===== src/rtl/frontpanel_spi_scheduler_pkg.sv =====
// frontpanel_spi_scheduler_pkg: front panel SPI frame constants and scheduler types
package frontpanel_spi_scheduler_pkg;
    localparam logic [7:0] LED_OPCODE = 8'hA5;
    localparam int FRAME_LEN = 4;
    typedef enum logic [2:0] {IDLE, SETUP, LOAD, SW_WAIT, SHIFT, HOLD} state_t;
    typedef enum logic {GRANT_LED, GRANT_SW} grant_t;
endpackage


===== src/rtl/frontpanel_led_framer.sv =====
// frontpanel_led_framer: snapshots LED state at grant and selects LED frame byte by index
module frontpanel_led_framer
    import frontpanel_spi_scheduler_pkg::*;
(
    input  logic        clk,
    input  logic        rst,
    input  logic        snap,
    input  logic [11:0] trig_in_led,
    input  logic [11:0] trig_out_led,
    input  logic [1:0]  idx,
    output logic [7:0]  frame_byte
);
    logic [11:0] in_q, out_q;
    always_ff @(posedge clk) begin
        if (rst) begin
            in_q  <= '0;
            out_q <= '0;
        end else if (snap) begin
            in_q  <= trig_in_led;
            out_q <= trig_out_led;
        end
    end
    always_comb begin
        frame_byte = idx == 2'd0 ? LED_OPCODE :
                     idx == 2'd1 ? in_q[11:4] :
                     idx == 2'd2 ? {in_q[3:0], out_q[11:8]} : out_q[7:0];
    end
endmodule


===== src/rtl/frontpanel_spi_scheduler.sv =====
// frontpanel_spi_scheduler: shares the front panel SPI link between LED refresh frames and software bytes
module frontpanel_spi_scheduler
    import frontpanel_spi_scheduler_pkg::*;
#(
    parameter int REFRESH_DIV = 250000,
    parameter int CS_GUARD    = 8,
    parameter int SW_TIMEOUT  = 1024
) (
    input  logic        clk,
    input  logic        rst,
    input  logic [11:0] trig_in_led,
    input  logic [11:0] trig_out_led,
    input  logic        sw_req,
    input  logic [7:0]  sw_data,
    input  logic        sw_last,
    output logic        sw_ack,
    output logic        sw_busy,
    output logic        sw_abort,
    output logic        shift_en,
    output logic [7:0]  shift_data,
    input  logic        shift_done,
    output logic        cs_n,
    output logic [15:0] refresh_count
);
    localparam int IW = $clog2(SW_TIMEOUT + 1);
    state_t        state;
    grant_t        last_grant;
    logic [23:0]   tmr;
    logic          led_pending, last_q, guard_ok, grant_led, grant_sw, wrap;
    logic [7:0]    cnt, led_byte;
    logic [IW-1:0] idle_cnt;
    logic [1:0]    idx;
    frontpanel_led_framer u_framer (
        .clk          (clk),
        .rst          (rst),
        .snap         (grant_led),
        .trig_in_led  (trig_in_led),
        .trig_out_led (trig_out_led),
        .idx          (idx),
        .frame_byte   (led_byte)
    );
    // last_grant doubles as the owner of the current transaction
    always_comb begin
        wrap      = tmr == 24'(REFRESH_DIV - 1);
        guard_ok  = state == IDLE && cnt >= 8'(CS_GUARD - 1);
        grant_led = guard_ok && led_pending && (!sw_req || last_grant == GRANT_SW);
        grant_sw  = guard_ok && sw_req && !grant_led;
    end
    always_ff @(posedge clk) begin
        if (rst) begin
            state         <= IDLE;
            last_grant    <= GRANT_LED;
            tmr           <= '0;
            led_pending   <= 1'b0;
            last_q        <= 1'b0;
            cnt           <= '0;
            idle_cnt      <= '0;
            idx           <= '0;
            cs_n          <= 1'b1;
            shift_en      <= 1'b0;
            shift_data    <= '0;
            sw_ack        <= 1'b0;
            sw_busy       <= 1'b0;
            sw_abort      <= 1'b0;
            refresh_count <= '0;
        end else begin
            shift_en <= 1'b0;
            sw_ack   <= 1'b0;
            sw_abort <= 1'b0;
            tmr      <= wrap ? '0 : tmr + 24'd1;
            if (grant_led) led_pending <= 1'b0;
            if (wrap) led_pending <= 1'b1;
            case (state)
                IDLE: begin
                    if (cnt != 8'hFF) cnt <= cnt + 8'd1;
                    if (grant_led || grant_sw) begin
                        cs_n       <= 1'b0;
                        cnt        <= '0;
                        idx        <= '0;
                        last_grant <= grant_led ? GRANT_LED : GRANT_SW;
                        sw_busy    <= grant_sw;
                        state      <= SETUP;
                    end
                end
                SETUP: begin
                    cnt      <= cnt + 8'd1;
                    idle_cnt <= '0;
                    if (cnt == 8'(CS_GUARD - 1)) begin
                        cnt   <= '0;
                        state <= last_grant == GRANT_LED ? LOAD : SW_WAIT;
                    end
                end
                LOAD: begin
                    shift_en   <= 1'b1;
                    shift_data <= led_byte;
                    state      <= SHIFT;
                end
                SW_WAIT: begin
                    if (sw_req) begin
                        shift_en   <= 1'b1;
                        shift_data <= sw_data;
                        sw_ack     <= 1'b1;
                        last_q     <= sw_last;
                        state      <= SHIFT;
                    end else if (idle_cnt == IW'(SW_TIMEOUT - 1)) begin
                        sw_abort <= 1'b1;
                        cnt      <= '0;
                        state    <= HOLD;
                    end else begin
                        idle_cnt <= idle_cnt + IW'(1);
                    end
                end
                SHIFT: begin
                    if (shift_done) begin
                        cnt      <= '0;
                        idle_cnt <= '0;
                        idx      <= idx + 2'd1;
                        state    <= last_grant == GRANT_LED ? (idx == 2'(FRAME_LEN - 1) ? HOLD : LOAD)
                                                            : (last_q ? HOLD : SW_WAIT);
                    end
                end
                HOLD: begin
                    cnt <= cnt + 8'd1;
                    if (cnt == 8'(CS_GUARD - 1)) begin
                        cs_n    <= 1'b1;
                        sw_busy <= 1'b0;
                        cnt     <= '0;
                        state   <= IDLE;
                        if (last_grant == GRANT_LED) refresh_count <= refresh_count + 16'd1;
                    end
                end
                default: state <= IDLE;
            endcase
        end
    end
endmodule

===== config.mk =====
export PLATFORM = sky130hd
export DESIGN_NAME = frontpanel_spi_scheduler
export DESIGN_NICKNAME = d
export VERILOG_FILES = /design/src/rtl/frontpanel_spi_scheduler_pkg.sv /design/src/rtl/frontpanel_led_framer.sv /design/src/rtl/frontpanel_spi_scheduler.sv
export SDC_FILE = /design/constraint.sdc
export NUM_CORES = 1
export LEC_CHECK = 0
export ABC_AREA = 1
export BUFFER_PORTS_ARGS = -buffer_cell sky130_fd_sc_hd__buf_2
export CAP_MARGIN = 20
export CORE_ASPECT_RATIO = 1.75
export CORE_MARGIN = 1
export CORE_UTILIZATION = 55
export CTS_BUF_LIST = sky130_fd_sc_hd__clkbuf_8
export DETAILED_ROUTE_END_ITERATION = 7
export PLACE_DENSITY_LB_ADDON = 0.08
export SYNTH_ARGS = -nofsm -noshare
export SYNTH_HDL_FRONTEND = slang
export SYNTH_SLANG_ARGS = --single-unit

===== constraint.sdc =====
create_clock -name clk -period 4.9 [get_ports clk]
set_input_delay 0.49 -clock clk [delete_from_list [all_inputs] [get_ports clk]]
set_output_delay 0.49 -clock clk [all_outputs]
set_load 0.005 [all_outputs]

# Word level (Yosys, flattened, before mapping)
# Cells that the tools add are included.
# totals
out_inout_bits	29
ff_bits	104
# classes
n_lt_le_gt_ge	1
eq_ne	22
muxes	42
n_addsub	5
reduce_logical	30
bitwise_logic	2
# op_table
cell	count
8-bit two-way mux	10
11-bit two-way mux	3
11-bit case mux with 3 select lines	1
8-bit case mux with 4 select lines	1
3-bit two-way mux	9
24-bit by 1-bit adder with 24-bit output, second input constant	1
24-bit by 18-bit == test with 1-bit output, second input constant	1
3-bit case mux with 6 select lines	1
16-bit by 1-bit adder with 16-bit output, second input constant	1
8-bit case mux with 2 select lines	1
2-bit != test, second input constant	7
11-bit by 1-bit adder with 11-bit output, second input constant	1
11-bit by 10-bit == test with 1-bit output, second input constant	1
1-bit two-way mux	10
5-bit AND reduction	2
3-bit AND reduction	3
8-bit by 1-bit adder with 8-bit output, second input constant	1
8-bit by 3-bit == test with 1-bit output, second input constant	1
8-bit by 3-bit greater-or-equal comparator with 1-bit output, second input constant	1
8-bit != test, second input constant	1
2-bit nonzero test	4
3-bit by 2-bit == test with 1-bit output, second input constant	2
3-bit == test, second input constant	2
1-bit case mux with 2 select lines	3
other kinds (21)	34

# Logic depth before layout (Yosys ltp)
# Gate-level depths: netlist of the first run.
# depth
ltp_word	9
depth_mapped	11
depth_no_buf	11

# By module
# From an unflattened synthesis of the first run, not the netlist that was laid out.
# hier_totals
cells_unflattened	757
hier_area_um2	5210.0
# modules_own_cells
mod	seq_area_each_um2	cells_each	instances	area_each_um2
frontpanel_spi_scheduler	1601.5	607	1	4160.2
frontpanel_led_framer	480.5	150	1	1049.8

# Worst setup path after synthesis of the first run
# No wires, ideal clock.
# synth_timing
path_type	flip-flop to flip-flop
startpoint	register tmr[0]
endpoint	register tmr[21]
arrival_ns	1.556
path_slack_ns	3.226
setup_ns	0.117
n_path_buf	1
stages_incl_launch_ff	10
required_time_ns	4.783
path_cell_list	dfxtp_1 -> ha_1 -> nand2_1 -> nor2_2 -> nand2_1 -> nor3b_1 -> nand4_1 -> nand2_2 -> buf_4 -> nor3b_2
# synth_via
elab_chain_len	2
# synth_rtl
element	line	rtl
start, declared	frontpanel_spi_scheduler.sv:28	logic [23:0] tmr;
start signal, assigned	frontpanel_spi_scheduler.sv:70	tmr <= wrap ? '0 : tmr + 24'd1;
branches (longest 2 deep; another with 24-bit by 1-bit adder with 24-bit output)	n/a	
# Several ways; the timed one is not identified.
# A chain may end at the register's enable or synchronous reset.

# Final worst setup path of the first run
# layout_timing
startpoint	register last_grant
endpoint	register u_framer.out_q[1]
# layout_via
elab_chain_len	2
# layout_rtl
element	line	rtl
start, declared	frontpanel_spi_scheduler.sv:27	grant_t last_grant;
start signal, assigned	frontpanel_spi_scheduler.sv:80	last_grant <= grant_led ? GRANT_LED : GRANT_SW;
1-bit logical OR	frontpanel_spi_scheduler.sv:46	grant_led = guard_ok && led_pending && (!sw_req || last_grant == GRANT_SW);
1-bit logical AND	frontpanel_spi_scheduler.sv:46	
end signal, assigned	frontpanel_led_framer.sv:20	out_q <= trig_out_led;
end, declared	frontpanel_led_framer.sv:13	logic [11:0] in_q, out_q;
# No other way between the ends.

==> results.yml, run 1 <==
route:
  post_drt_wl_per_cell_um: 13.6
  via_count: 5168
  met2_length_um: 7230
  wl_met1_um: 5010
  drc_errors: 0
  dr.first_iter.drc_count: 230
  routed.top_layer: "met4"
  final_antenna_violating_net_count: 0
  route.met3.wl_um: 387
  viasPerCell: 5.40
  dr.pass1.iters: 4
  totalWireLength_um: 13000
timing:
  worst_hold_slack_ns: 0.392
  final-max-slew-violation-count: 0
  max_slew_margin_pct: 28.3
  count_of_final_setup_violators: 0
  fmax_ghz: 0.381
  final_worst_path_period_share_pct: 53.5
  fin_crit_ns: 2.62
  hold_viol_final: 0
  tns_ns: 0
  skew_ns: 0.0162
  grt_setup_unrepaired: "false"
  timing_worst_slew_pin_value_ns: 1.07
final_layout:
  flow.area_growth_from_synthesis_pct: 10.2
  layout_cells_sized_above_1_pct: 14.9
  fillers: 928
  most-common-layout-cells: "nand2_1, dfxtp_1, a21oi_1"
  stdcell_count: 957
  insertedDiodeCount: 0
  final_common_cell: "nand2_1"
  fin_nets: 876
floorplanning:
  die_width_um: 77.0
  initial_utilization_pct: 56.8
  fp.dieH_um: 133
  core.rowCount: 47
  floorplan.io_pins: 66
  die-area_um2: 10200
  core_region_area_um2: 9530
place:
  hpwlAfterDp_um: 9860
  portBuffers: 65
  dpl.cell_count: 942
  finalWeightedCongestion: 0.855
critical_path:
  timing_worst_setup_path_type: "register to register"
  setup.worst_path.start_class: "register"
  worst-path-max-fanout: 38
  end_kind: "register"
  arrival_ns: 2.84
  cp_data_required_time_ns: 5.11
logic_synthesis:
  yosysUniqueCellTypes: 43
  yosysWarnings: 0
  synthFlopType: "dfxtp_1"
  netlist_area_um2: 5410
  synth-seq-cells: 104
  synthArstFlopShare_pct: 0
  synth_cells: 777
  syn-mean-instance-area_um2: 6.96
  synth_nets: 822
  synth_edf_count: 0
  seq_area_frac_synth_pct: 38.5
global_routing:
  grt_start_max_net_pins: 40
  grt_overflow: 0
  grt_antenna_before_repair: 0
  grt_pass1_vias: 4979
  grt_first_pass_wirelength_um: 21800
  globalRouteTotalUtil_pct: 26.6
pwr:
  cellPowerDensity_nw_per_um2: 331
  power.leakage_nw: 2.26
  vdd_ir_drop_max_uv: 180
clocking:
  post_cts.resized_instances: 0
  cts.repair_timing.setup_buffer_count: 0
  ctsHoldBuffers: 0
  cts_max_path_buffers: 2
  cts_tree: "yes"
  cts_num_sinks: 104
  clock_latency_ns: 0.37
  path_clk_slew_ns: 0.09
  cts_made_buffers: 9
  cts-htree-levels: 3
  cts-root-buf: "clkbuf_8"
min_path:
  min-delay-path-class: "input port to register"
flow_run:
  drv_cap: 0
run_status:
  status: "completed"
-- final cells by class --
type	count	area, um^2	area share [%]
inverter	87	337	5.65
tap	122	153	2.56
timing repair buffer	66	333	5.58
sequential	104	2080	34.9
multi-input combinational	563	2870	48.1
clock buffer	10	138	2.31
clock inverter	5	50.0	0.840
-- cell families after synthesis --
logic type / count (synthesis) / share of synthesized area, %
AO/OA/AOI/OAI: 153 / 15.1
XOR/XNOR: 18 / 2.92
adder cells (fa/ha/maj): 8 / 1.85
buffers and inverters: 110 / 8.45
flip-flops: 104 / 38.5
AND/OR/NAND/NOR: 384 / 33.2
-- stage by stage --
stage	worst slack, ns	power, W	area (um^2)	utilization, %
final	2.28	0.00197	5960	62.6
after global routing	1.98	0.00209	5960	62.6
after CTS	2.29	0.00199	5960	62.6
after detailed placement	2.25	0.00147	5770	60.6
after global placement	2.35	0.00146	5770	60.6
after floorplan	3.23	0.00135	5410	-
-- worst paths after layout --
path,slack [ns],from,endpoint,cells after the start
worst max-delay path,2.28,last_grant,u_framer.out_q[1],5
worst max register to register,2.28,last_grant,u_framer.out_q[1],5
worst min register to register,0.45,u_framer.out_q[3],u_framer.out_q[3],2
worst min-delay path,0.39,trig_in_led[4],u_framer.in_q[4],3
-- cell usage after synthesis, types with 3 or more instances --
library cell | n | area share [%]
nand2_4 | 4 | 0.83
nor2_2 | 4 | 0.46
clkbuf_1 | 12 | 0.83
nand2_2 | 6 | 0.69
a21oi_1 | 84 | 7.8
buf_4 | 3 | 0.42
o21ai_0 | 50 | 4.6
nor3b_2 | 3 | 0.69
nor3b_1 | 3 | 0.42
buf_2 | 6 | 0.56
o21ai_1 | 4 | 0.37
nor4_1 | 4 | 0.46
or2_2 | 4 | 0.46
nor2_4 | 4 | 0.83
xor2_1 | 10 | 1.6
dfxtp_1 | 104 | 39
nor2_1 | 77 | 5.3
nand2_1 | 175 | 12
o211ai_1 | 8 | 1.1
inv_1 | 77 | 5.3
nand4_1 | 14 | 1.6
inv_2 | 6 | 0.42
xnor2_1 | 8 | 1.3
nand3_1 | 54 | 5.0
o21ai_2 | 3 | 0.49
nand3b_1 | 3 | 0.42
nor3_1 | 20 | 1.9
ha_1 | 8 | 1.9
-- critical path: stages, from the launching register on --
cell,delay [ns]
dfxtp_1,0.52
inv_1,0.12
a21boi_2,0.55
nand2_1,0.80
o21ai_0,0.40
a21oi_1,0.08
-- power by group --
group / internal (W) / total, W / switching [W]
combinational: 0.000166 / 0.000523 / 0.000357
clock: 0.000243 / 0.000529 / 0.000286
sequential: 0.000883 / 0.000923 / 0.0000401
-- registers in the layout, summed over array words and instances (netlist names), 2 cells and up --
register,flops
shift_data,8
refresh_count,16
idle_cnt,11
u_framer.in_q,12
u_framer.out_q,12
cnt,8
idx,2
tmr,24
state,3
-- metal layers --
metal,global-route usage (%),vias to the layer above
met3,5.62,33
met2,51.6,97
met5,0,-
met1,26.3,2386
li1,-,2652
met4,11.9,0
Power figures use the tool's default switching activity.
==> inputs of run 2 (changes only) <==
- ABC_AREA: 1 -> 0
- clock period: 4.9 -> 2.7 ns (I/O delays scaled with it)
==> results.yml, run 2 <==
min_path:
  hold-path-cell-count: 3
  worst_hold_path.endpoint: "u_framer.out_q[2]"
  min-delay-path-class: "input port to register"
  worst_hold_startpoint: "trig_out_led[2]"
logic_synthesis:
  synthArstFlopShare_pct: 0
  synth_area_leader_cell: "dfxtp_1"
  synth_edf_count: 0
  synth_nets: 619
  share_of_cell_area_taken_by_muxes_after_synthesis_pct: 3.63
  yosysUniqueCellTypes: 52
  combinational_family_with_the_most_area_after_synthesis: "simple AND/OR/NAND/NOR gates"
  synth_xor_xnor_area_share_pct: 7.55
  synth_fa_ha_area_share_pct: 2.10
  synth_compound_area_share_pct: 11.8
  yosysWarnings: 0
  synth_area_leaders: "dfxtp_1, nand2_1, nor2_1"
  synthTopCellsByCount: "dfxtp_1, nand2_1, nor2_1"
  synthFlopType: "dfxtp_1"
  synth_simple_gate_area_share_pct: 27.5
  yosysMostFrequentCell: "dfxtp_1"
  syn-mean-instance-area_um2: 8.29
  synth_cells: 574
  synth_top_cell_area_share_pct: 43.8
  seq_area_frac_synth_pct: 43.8
  netlist_area_um2: 4760
  synth-seq-cells: 104
final_layout:
  flow.area_growth_from_synthesis_pct: 13.0
  most-common-layout-cells: "dfxtp_1, nand2_1, nor2_1"
  final_common_cell: "dfxtp_1"
  registers.top_by_ff_count: "tmr"
  flip_flop_count_of_the_largest_register_after_layout: 24
  registers_with_the_highest_flip_flop_counts: "tmr: 24 flops, refresh_count: 16 flops"
  layout_cells_sized_above_1_pct: 16.7
  insertedDiodeCount: 0
  fin_nets: 673
pwr:
  cellPowerDensity_nw_per_um2: 503
  vdd_ir_drop_max_uv: 346
  power.leakage_nw: 2.06
  design_power_total_w: 0.00270
critical_path:
  worstReg2RegStart: "state[0]"
  arrival_ns: 2.60
  timing_worst_setup_path_type: "register to register"
  end_kind: "register"
  cp_data_required_time_ns: 3.00
  start_point_of_the_critical_path: "state[0]"
  worst-path-max-fanout: 11
  worst_r2r_endpoint: "refresh_count[10]"
  setup.worst_path.start_class: "register"
  setup.reg_to_reg.worst_slack_ns: 0.39
  register_to_register_path_depth: 6
clocking:
  ctsHoldBuffers: 0
  cts_made_buffers: 9
  cts.repair_timing.setup_buffer_count: 0
  clock_latency_ns: 0.37
  cts_tree: "yes"
  cts_max_path_buffers: 2
  cts-htree-levels: 3
  post_cts.resized_instances: 0
  path_clk_slew_ns: 0.10
  cts_num_sinks: 104
  cts-root-buf: "clkbuf_8"
route:
  totalWireLength_um: 10800
  dr.pass1.iters: 5
  dr.first_iter.drc_count: 190
  post_drt_wl_per_cell_um: 14.4
  via_count: 4139
  viasPerCell: 5.53
  drc_errors: 0
  final_antenna_violating_net_count: 0
  route.met3.wl_um: 420
  wl_met1_um: 4200
  met2_length_um: 5670
  routed.top_layer: "met4"
timing:
  final-max-slew-violation-count: 0
  timing_worst_slew_pin_value_ns: 0.638
  fmax_ghz: 0.434
  final_worst_path_period_share_pct: 85.4
  grt_setup_unrepaired: "false"
  tns_ns: 0
  hold_viol_final: 0
  max_slew_margin_pct: 57.1
  skew_ns: 0.00763
  fin_crit_ns: 2.31
  count_of_final_setup_violators: 0
floorplanning:
  fp.dieH_um: 125
  core.rowCount: 44
  die_width_um: 72.3
  initial_utilization_pct: 56.9
  floorplan.io_pins: 66
  core_region_area_um2: 8370
  die-area_um2: 9040
run_status:
  status: "completed"
global_routing:
  grt_start_max_net_pins: 36
  globalRouteTotalUtil_pct: 24.7
  grt_first_pass_wirelength_um: 17400
  grt_overflow: 0
  grt_antenna_before_repair: 0
  grt_pass1_vias: 3934
place:
  portBuffers: 65
  finalWeightedCongestion: 0.988
  hpwlAfterDp_um: 8040
flow_run:
  drv_cap: 0
[run 2: cell count changes after synthesis, sizes merged, moves of 16 or more]
cell   previous run  this run
nand2           185        83
inv              85        14
o21ai            58        16
a21oi            84        45
nand3            55        26
and3              0        16
[run 2: layout make-up]
type | count | area [um^2]
fill | 787 | 2990
multi-input combinational | 428 | 2500
sequential | 104 | 2080
timing repair buffer | 71 | 370
tap | 115 | 144
clock buffer | 10 | 138
clock inverter | 6 | 87.6
inverter | 14 | 52.6
[run 2: worst max-delay path: stages (launching register included)]
cell     delay, ns
dfxtp_1       0.53
inv_1         0.23
nor4_4        0.39
and4_1        0.46
nand4_4       0.16
or3_1         0.33
a21oi_1       0.14
[run 2: worst max path at each step]
stage / cells after the start / slack [ns] / end
2_1_floorplan: 8 / 0.64 / cnt[0]
3_3_place_gp: 8 / 0.54 / cnt[0]
3_5_place_dp: 6 / 0.45 / refresh_count[10]
4_1_cts: 6 / 0.43 / refresh_count[10]
5_1_grt: 8 / 0.21 / cnt[5]
6_report: 6 / 0.39 / refresh_count[10]
[run 2: metal layers]
layer / track usage (%) / up-vias
li1: - / 2084
met1: 25.5 / 1916
met2: 45.2 / 109
met3: 2.98 / 30
met4: 15.3 / 0
met5: 0 / -
[run 2: cells by family (layout without fill, tap and decap cells)]
logic type | count (synthesis) | in the layout
XOR/XNOR | 41 | 41
multiplexers | 16 | 16
AO/OA/AOI/OAI | 91 | 91
adder cells (fa/ha/maj) | 8 | 8
buffers and inverters | 42 | 101
flip-flops | 104 | 104
AND/OR/NAND/NOR | 272 | 272
[run 2: power by group]
| part | internal, W | switching [W] | leakage [nW] |
|---|---|---|---|
| logic | 0.0000354 | 0.0000496 | 1.10 |
| registers | 0.00154 | 0.00000824 | 0.839 |
| clock network | 0.000551 | 0.000518 | 0.117 |
[run 2: through the flow]
step / util [%] / setup slack [ns] / hold slack, ns / instances / cell area, um^2
finish: 64.2 / 0.394 / 0.125 / 748 / 5380
global route: 64.2 / 0.214 / 0.117 / 748 / 5380
CTS: 64.2 / 0.433 / 0.113 / 748 / 5380
detailed placement: 61.6 / 0.453 / 0.444 / 732 / 5150
global placement: 61.6 / 0.536 / 0.439 / 732 / 5150
floorplan: - / 0.639 / 0.406 / 574 / 4760
